[src/rtl/p2s_ctrl_if.sv]
// p2s_ctrl_if: start/data request and serial-side outputs of p2s_ctrl.
// Master drives the request; slave is the sequencer.
interface p2s_ctrl_if #(
  parameter int WIDTH = 64
);

  logic             start;
  logic [WIDTH-1:0] data;
  logic             busy;
  logic             done;
  logic             s_clk;
  logic             s_out;
  logic             latch;

  modport master (
    output start,
    output data,
    input  busy,
    input  done,
    input  s_clk,
    input  s_out,
    input  latch
  );

  modport slave (
    input  start,
    input  data,
    output busy,
    output done,
    output s_clk,
    output s_out,
    output latch
  );

endinterface

[src/rtl/p2s_ctrl.sv]
// p2s_ctrl: MSB-first serialiser with divided s_clk, latch strobe, done pulse.
// Define P2S_QUEUE_EN to add a one-deep pending word for back-to-back sends.
module p2s_ctrl #(
  parameter int WIDTH = 64,
  parameter int DIV   = 1
) (
  input  logic      clk,
  input  logic      rst,
  p2s_ctrl_if.slave p2s
);

  localparam int CW = $clog2(WIDTH + 1);
  localparam int PW = (DIV > 1) ? $clog2(DIV) : 1;
  localparam logic [PW-1:0] PMAX = PW'(DIV - 1);
  localparam logic [CW-1:0] NBIT = CW'(WIDTH);

  typedef enum logic [1:0] {
    IDLE,
    SHIFT,
    LATCH,
    DONE
  } state_e;

  state_e           state_q, state_d;
  logic [WIDTH-1:0] shreg_q, shreg_d;
  logic [CW-1:0]    bcnt_q, bcnt_d;
  logic [PW-1:0]    phase_q, phase_d;
  logic             hi_q, hi_d;

  logic busy_q, busy_d;
  logic done_q, done_d;
  logic sclk_q, sclk_d;
  logic sout_q, sout_d;
  logic latch_q, latch_d;

`ifdef P2S_QUEUE_EN
  logic             pend_valid_q, pend_valid_d;
  logic [WIDTH-1:0] pend_data_q, pend_data_d;
`endif

  logic last_ph;
  assign last_ph = (phase_q == PMAX);

  always_ff @(posedge clk or posedge rst) begin
    if (rst) begin
      state_q <= IDLE;
      shreg_q <= '0;
      bcnt_q  <= '0;
      phase_q <= '0;
      hi_q    <= 1'b0;
      busy_q  <= 1'b0;
      done_q  <= 1'b0;
      sclk_q  <= 1'b0;
      sout_q  <= 1'b0;
      latch_q <= 1'b0;
`ifdef P2S_QUEUE_EN
      pend_valid_q <= 1'b0;
      pend_data_q  <= '0;
`endif
    end else begin
      state_q <= state_d;
      shreg_q <= shreg_d;
      bcnt_q  <= bcnt_d;
      phase_q <= phase_d;
      hi_q    <= hi_d;
      busy_q  <= busy_d;
      done_q  <= done_d;
      sclk_q  <= sclk_d;
      sout_q  <= sout_d;
      latch_q <= latch_d;
`ifdef P2S_QUEUE_EN
      pend_valid_q <= pend_valid_d;
      pend_data_q  <= pend_data_d;
`endif
    end
  end

  always_comb begin
    state_d = state_q;
    shreg_d = shreg_q;
    bcnt_d  = bcnt_q;
    phase_d = phase_q;
    hi_d    = hi_q;
`ifdef P2S_QUEUE_EN
    pend_valid_d = pend_valid_q;
    pend_data_d  = pend_data_q;
    if (state_q != IDLE && p2s.start && !pend_valid_q) begin
      pend_valid_d = 1'b1;
      pend_data_d  = p2s.data;
    end
`endif
    unique case (state_q)
      IDLE: begin
        if (p2s.start) begin
          state_d = SHIFT;
          shreg_d = p2s.data;
          bcnt_d  = NBIT;
          phase_d = '0;
          hi_d    = 1'b0;
        end
      end
      SHIFT: begin
        if (!last_ph) begin
          phase_d = phase_q + PW'(1);
        end else begin
          phase_d = '0;
          hi_d    = ~hi_q;
          // bit retires at the end of its high phase
          if (hi_q) begin
            shreg_d = {shreg_q[WIDTH-2:0], 1'b0};
            bcnt_d  = bcnt_q - CW'(1);
            if (bcnt_q == CW'(1)) begin
              state_d = LATCH;
            end
          end
        end
      end
      LATCH: begin
        if (!last_ph) begin
          phase_d = phase_q + PW'(1);
        end else begin
          phase_d = '0;
          state_d = DONE;
        end
      end
      DONE: begin
        state_d = IDLE;
`ifdef P2S_QUEUE_EN
        // a start seen here with an empty buffer goes straight out
        if (pend_valid_q) begin
          state_d      = SHIFT;
          shreg_d      = pend_data_q;
          bcnt_d       = NBIT;
          phase_d      = '0;
          hi_d         = 1'b0;
          pend_valid_d = 1'b0;
        end else if (p2s.start) begin
          state_d      = SHIFT;
          shreg_d      = p2s.data;
          bcnt_d       = NBIT;
          phase_d      = '0;
          hi_d         = 1'b0;
          pend_valid_d = 1'b0;
        end
`endif
      end
      default: begin
        state_d = IDLE;
      end
    endcase
  end

  always_comb begin
    busy_d  = (state_d != IDLE);
    done_d  = (state_d == DONE);
    latch_d = (state_d == LATCH);
    sclk_d  = (state_d == SHIFT) && hi_d;
    sout_d  = (state_d == SHIFT) && shreg_d[WIDTH-1];
  end

  assign p2s.busy  = busy_q;
  assign p2s.done  = done_q;
  assign p2s.s_clk = sclk_q;
  assign p2s.s_out = sout_q;
  assign p2s.latch = latch_q;

endmodule

[src/flat_wrapper.sv]
// flat-port wrapper written by rule: the top's interface ports become plain ports
module p2s_ctrl_flat 
#(
  parameter int WIDTH = 64,
  parameter int DIV   = 1
)
  (clk, rst, p2s_start, p2s_data, p2s_busy, p2s_done, p2s_s_clk, p2s_s_out, p2s_latch);
  p2s_ctrl_if #(.WIDTH(WIDTH)) p2s_i ();
  input  logic clk;
  input  logic rst;
  input wire logic [$bits(p2s_i.start)-1:0] p2s_start;
  input wire logic [$bits(p2s_i.data)-1:0] p2s_data;
  output wire logic [$bits(p2s_i.busy)-1:0] p2s_busy;
  output wire logic [$bits(p2s_i.done)-1:0] p2s_done;
  output wire logic [$bits(p2s_i.s_clk)-1:0] p2s_s_clk;
  output wire logic [$bits(p2s_i.s_out)-1:0] p2s_s_out;
  output wire logic [$bits(p2s_i.latch)-1:0] p2s_latch;
  assign p2s_i.start = p2s_start;
  assign p2s_i.data = p2s_data;
  assign p2s_busy = p2s_i.busy;
  assign p2s_done = p2s_i.done;
  assign p2s_s_clk = p2s_i.s_clk;
  assign p2s_s_out = p2s_i.s_out;
  assign p2s_latch = p2s_i.latch;
  p2s_ctrl #(.WIDTH(WIDTH), .DIV(DIV)) u_core (.clk(clk), .rst(rst), .p2s(p2s_i));
endmodule
[config.mk]
export PLATFORM = sky130hd
export DESIGN_NAME = p2s_ctrl_flat
export DESIGN_NICKNAME = d
export VERILOG_FILES = /design/src/rtl/p2s_ctrl_if.sv /design/src/rtl/p2s_ctrl.sv /design/src/flat_wrapper.sv
export SDC_FILE = /design/constraint.sdc
export NUM_CORES = 1
export LEC_CHECK = 0
export BUFFER_PORTS_ARGS = -buffer_cell sky130_fd_sc_hd__buf_2
export CORE_MARGIN = 4
export CORE_UTILIZATION = 42
export CTS_CLUSTER_SIZE = 20
export DETAILED_ROUTE_END_ITERATION = 7
export MAX_ROUTING_LAYER = met4
export RECOVER_POWER = 25
export SLEW_MARGIN = 25
export SYNTH_ARGS = -nofsm -noshare
export SYNTH_HDL_FRONTEND = slang
export SYNTH_SLANG_ARGS = --single-unit
[constraint.sdc]
create_clock -name clk -period 4.4 [get_ports clk]
set_clock_uncertainty 0.15 [all_clocks]
set_input_delay 0.88 -clock clk [delete_from_list [all_inputs] [get_ports clk]]
set_output_delay 0.88 -clock clk [all_outputs]
set_load 0.03 [all_outputs]
# --- Word-level counts from Yosys, hierarchy flattened ---
# Cells that the tools add are included.
classes:
  eq_ne: 10
  n_addsub: 2
  n_shift: 0
  n_mul: 0
  n_reduce_logical: 9
  n_div: 0
  muxes: 20
  bitwise_logic: 1
  order_cmp: 0
op_table:
  columns: ["op", "count"]
  rows:
  - ["two-way mux 64 bit", 3]
  - ["one-hot mux 64 bit (2 select lines)", 1]
  - ["two-way mux 7 bit", 3]
  - ["one-hot mux 7 bit (2 select lines)", 1]
  - ["two-way mux 2 bit", 5]
  - ["equality test 2 bit, second input constant", 4]
  - ["one-hot mux 2 bit (4 select lines)", 1]
  - ["equality test 7 x 1 -> 1 bit, second input constant", 1]
  - ["subtractor 7 x 1 -> 7 bit, second input constant", 1]
  - ["nonzero test 2 bit", 3]
  - ["equality test 2 x 1 -> 1 bit, second input constant", 2]
  - ["two-way mux 1 bit", 4]
  - ["inequality test 2 bit, second input constant", 2]
  - ["one-hot mux 1 bit (2 select lines)", 2]
  - ["AND reduction 4 bit", 1]
  - ["logical AND 1 bit", 2]
  - ["logical NOT 2 bit", 1]
  - ["inequality test 2 x 1 -> 1 bit, second input constant", 1]
  - ["AND reduction 2 bit", 1]
  - ["OR reduction 2 bit", 1]
  - ["adder 1 bit, second input constant", 1]
  - ["NOT 1 bit", 1]
word_totals:
  wordCells: 53
  ram_bits: 0
  output_inout_bits: 5
  memories: 0
  latchBits: 0
  regBits: 80
  rom_bits: 0
  input_bits: 67

# --- Depth between registers and ports, before layout ---
logic_depth:
  ltp_word: 7
  mapped_depth: 6

# --- Worst setup path before layout ---
# Ideal clock, no wire load.
synth_path:
  kind: "input-to-reg"
  start: "in p2s_start"
  end: "reg u_core.shreg_q[10]"
  stages: 5
  path_buffers: 2
  required_time_ps: 4186
  setup_time_ps: 64
  arrival_time_ps: 1784
  slack_ps: 2402
  path_cell_list: "mux2i_2 > or2_1 > buf_2 > buf_2 > a21o_1"
synth_between:
  elab_chain_len: 2
synth_lines:
  columns: ["element", "line_no", "source"]
  rows:
  - ["start, declared", "flat_wrapper.sv:11", "input wire logic [$bits(p2s_i.start)-1:0] p2s_start;"]
  - ["inequality test 2 bit (no source line)", null, null]
  - ["AND reduction 4 bit (no source line)", null, null]
  - ["end signal, assigned", "p2s_ctrl.sv:62", "shreg_q <= shreg_d;"]
  - ["end, declared", "p2s_ctrl.sv:25", "logic [WIDTH-1:0] shreg_q, shreg_d;"]
# No other way between the ends.
# A chain may end at the register's enable or synchronous reset.

==> reports/qor.yml <==
status:
  status: "finished, violations left"
  failed_checks: "capacitance limit, slew limit"
pwr:
  leakagePower_nw: 2.36
  vdd_drop_max_v: 0.000254
  p_per_area_mw_per_mm2: 711
final_layout:
  drive_gt1_share_pct: 28.0
  final_cells: 452
  n_fill_cell: 716
  num_antenna_cells: 0
  layout-area-overhead-vs-synth_pct: 18.1
  nNetsFinal: 415
yosys:
  synth_top_family_by_area: "compound AO/OA/AOI/OAI gates"
  synth_ff_type: "dfrtp_1"
  synth_edf_count: 0
  yosys.area.top_type: "dfrtp_1"
  ys_ff_latch: 79
  ys_warn_count: 0
  syn_avg_cell_area_um2: 12.2
  yosysMostFrequentCell: "dfrtp_1"
  synth.area.top_cells: "dfrtp_1 57%, a22o_1 16%, a21o_1 13%"
  syn_area_mm2: 0.00346
  ys_seq_area_share_pct: 57.1
  syn_inst: 283
  synth.top_cell.area_share_pct: 57.1
  synth-compound-area-share_pct: 32.1
  synthTopCellsByCount: "79 x dfrtp_1, 64 x a22o_1, 62 x a21o_1, 18 x buf_2"
  yosys.area_share.simple_pct: 4.88
  synth.distinct_cells: 31
  synth_adder_area_share_pct: 0.722
  synth_mux_area_share_pct: 1.34
  async_reset_ff_share_pct: 100
  syn-num-nets: 352
  synthXorXnorAreaFrac_pct: 0
setup_path:
  worst-path-max-fanout: 56
  max_stage_delay_ns: 1.38
  crit_type: "primary input to async pin"
  crit_buf_inv: 3
  worstPathArrival_ns: 2.89
  startpoint_type: "primary input"
  cp_cell_sequence: "buf_2 > clkinvlp_2 > buf_4"
  crit_family: "buffers and inverters"
  cpMaxStageDelayCell: "clkinvlp_2"
  critPathRequiredTime_ns: 4.75
  endpoint_kind: "async pin"
route:
  wl_per_cell_um: 15.7
  drt-initial-drc-count: 63
  ant_nets: 0
  drc_errors: 0
  vias: 2502
  dr.pass1.iters: 4
  viasPerCell: 5.54
  routed_wl_um: 7110
clock_tree:
  clockRootBuffer: "clkbuf_8"
  cts_tree: "built"
  cts_hold_buffers: 0
  clk_pin_slew_worst_paths_ns: 0.07
  cts_sinks: 79
  clock_latency_ns: 0.34
  cts_resized: 0
  clk_path_buf_depth: 2
  cts_buffers: 9
  h-tree-depth: 3
  cts_setup_buffers: 0
die:
  num_rows: 32
  ioPinCount: 72
  die-area_mm2: 0.00977
  die_w_um: 98.8
  coreArea_mm2: 0.00789
  dieHeight_um: 98.8
  initial_utilization_pct: 43.9
sta:
  timing.final.crit_period_ns: 2.54
  rsz0062_at_grt: "false"
  worstMarginPinSlew_ns: 2.42
  tns_ns: 0
  slew_headroom_pct: -62.6
  setup_viol: 0
  setup_ws_ns: 1.86
  fmax_mhz: 393
  fin_crit_sh_pct: 57.8
  hold_viol_final: 0
  slew_viol_final: 57
grt:
  grt_max_degree: 71
  grt_pass1_wl_um: 12300
  grt_pass1_vias: 2666
  grt_util_all_layers_pct: 15.9
  antenna_found_initial: 0
  overflow: 0
placement:
  place_inst: 437
  gp_congestion: 0.769
  dp_hpwl_um: 4570
  pre_cts_ws_ns: 1.51
  port-buffer-count: 71
min_path:
  hold_class: "register to register"
flow_run:
  maxCapViolations: 1
## layer usage
layer / track usage (%) / share of wire (%) / vias to the layer above
li1: - / - / 1193
met2: 25.9 / 47 / 60
met5: - / 0 / -
met1: 18.9 / 46 / 1244
met3: 5.52 / 5.4 / 5
met4: 3.68 / 0.77 / 0
## cell type report
type                       count  area, um2  share of cell area, %
sequential                    79       1980                   48.3
multi-input combinational    174       1360                   33.2
timing repair buffer          76        393                   9.60
clock buffer                  11        141                   3.45
tap                          102        128                   3.12
clock inverter                 4       70.1                   1.71
inverter                       6       23.8                  0.581
## flip-flops by register name, indices dropped and copies added, names as in the netlist
register and flops:
u_core.bcnt_q 7, u_core.shreg_q 64, u_core.p2s.s_clk 1, u_core.p2s.busy 1, u_core.p2s.done 1, u_core.state_q 2
u_core.hi_q 1, u_core.p2s.s_out 1, u_core.p2s.latch 1
## path summary, 6_finish.rpt
kind / slack [ns] / startpoint / depth (start not counted) / to
worst min-delay path: 0.33 / u_core.shreg_q[30] / 1 / u_core.shreg_q[30]
min in group asynchronous: 1.05 / rst / 2 / u_core.shreg_q[9]
worst max register to register: 1.90 / u_core.state_q[0] / 4 / u_core.shreg_q[10]
worst min register to register: 0.33 / u_core.shreg_q[30] / 1 / u_core.shreg_q[30]
worst max-delay path: 1.86 / rst / 3 / u_core.shreg_q[13]
max in group clk: 1.89 / p2s_start / 5 / u_core.shreg_q[10]
## power breakdown
group | total [W] | internal [W] | switching [W]
registers | 0.00119 | 0.00102 | 0.000170
clock network | 0.000579 | 0.000331 | 0.000248
logic | 0.00114 | 0.000559 | 0.000585
total | 0.00291 | 0.00191 | 0.00100
## worst reg2reg max path: cells and delay by family (launching register included)
kind	cells	cell delay, ns
buffers and inverters	1	0.31
AND/OR/NAND/NOR	1	0.83
AO/OA/AOI/OAI	1	0.12
multiplexers	1	0.47
flip-flops	1	0.56
## logic make-up after synthesis
family | count (synthesis)
mux | 4
fa+ha+maj | 2
buf+inv | 30
compound gates | 141
simple gates | 27
flops | 79
## through the flow
stage                     total power (W)  utilization (%)  area (um2)  hold slack, ns
after detailed placement          0.00236             49.2        3880           0.315
final                             0.00291             51.9        4090           0.330
after CTS                         0.00296             51.9        4090           0.333
after global placement            0.00233             49.2        3880           0.306
after global routing              0.00314             51.9        4090           0.336
after floorplan                   0.00213                -        3460           0.291
## layout by cell type, fill, tap and decap left out, drive strengths merged
cell type | Yosys | routed
or4b | 1 | 1
a31oi | 1 | 1
or3 | 3 | 3
inv | 6 | 5
bufinv | 0 | 2
clkinv | 0 | 2
and3 | 1 | 1
and3b | 1 | 1
nor3b | 1 | 1
o21ai | 6 | 6
clkbuf | 6 | 11
a22o | 64 | 64
mux2 | 2 | 2
nor3 | 2 | 2
mux2i | 2 | 2
or2 | 1 | 1
o31ai | 1 | 1
nor4 | 3 | 3
o21bai | 1 | 1
nand2b | 1 | 1
dfrtp | 79 | 79
a21o | 62 | 62
clkinvlp | 0 | 1
nor2b | 3 | 3
a21oi | 4 | 4
buf | 18 | 76
nand2 | 1 | 1
or4 | 3 | 3
a2111oi | 1 | 1
nor2 | 6 | 6
ha | 2 | 2
o22ai | 1 | 1
Power figures use the tool's default switching activity.
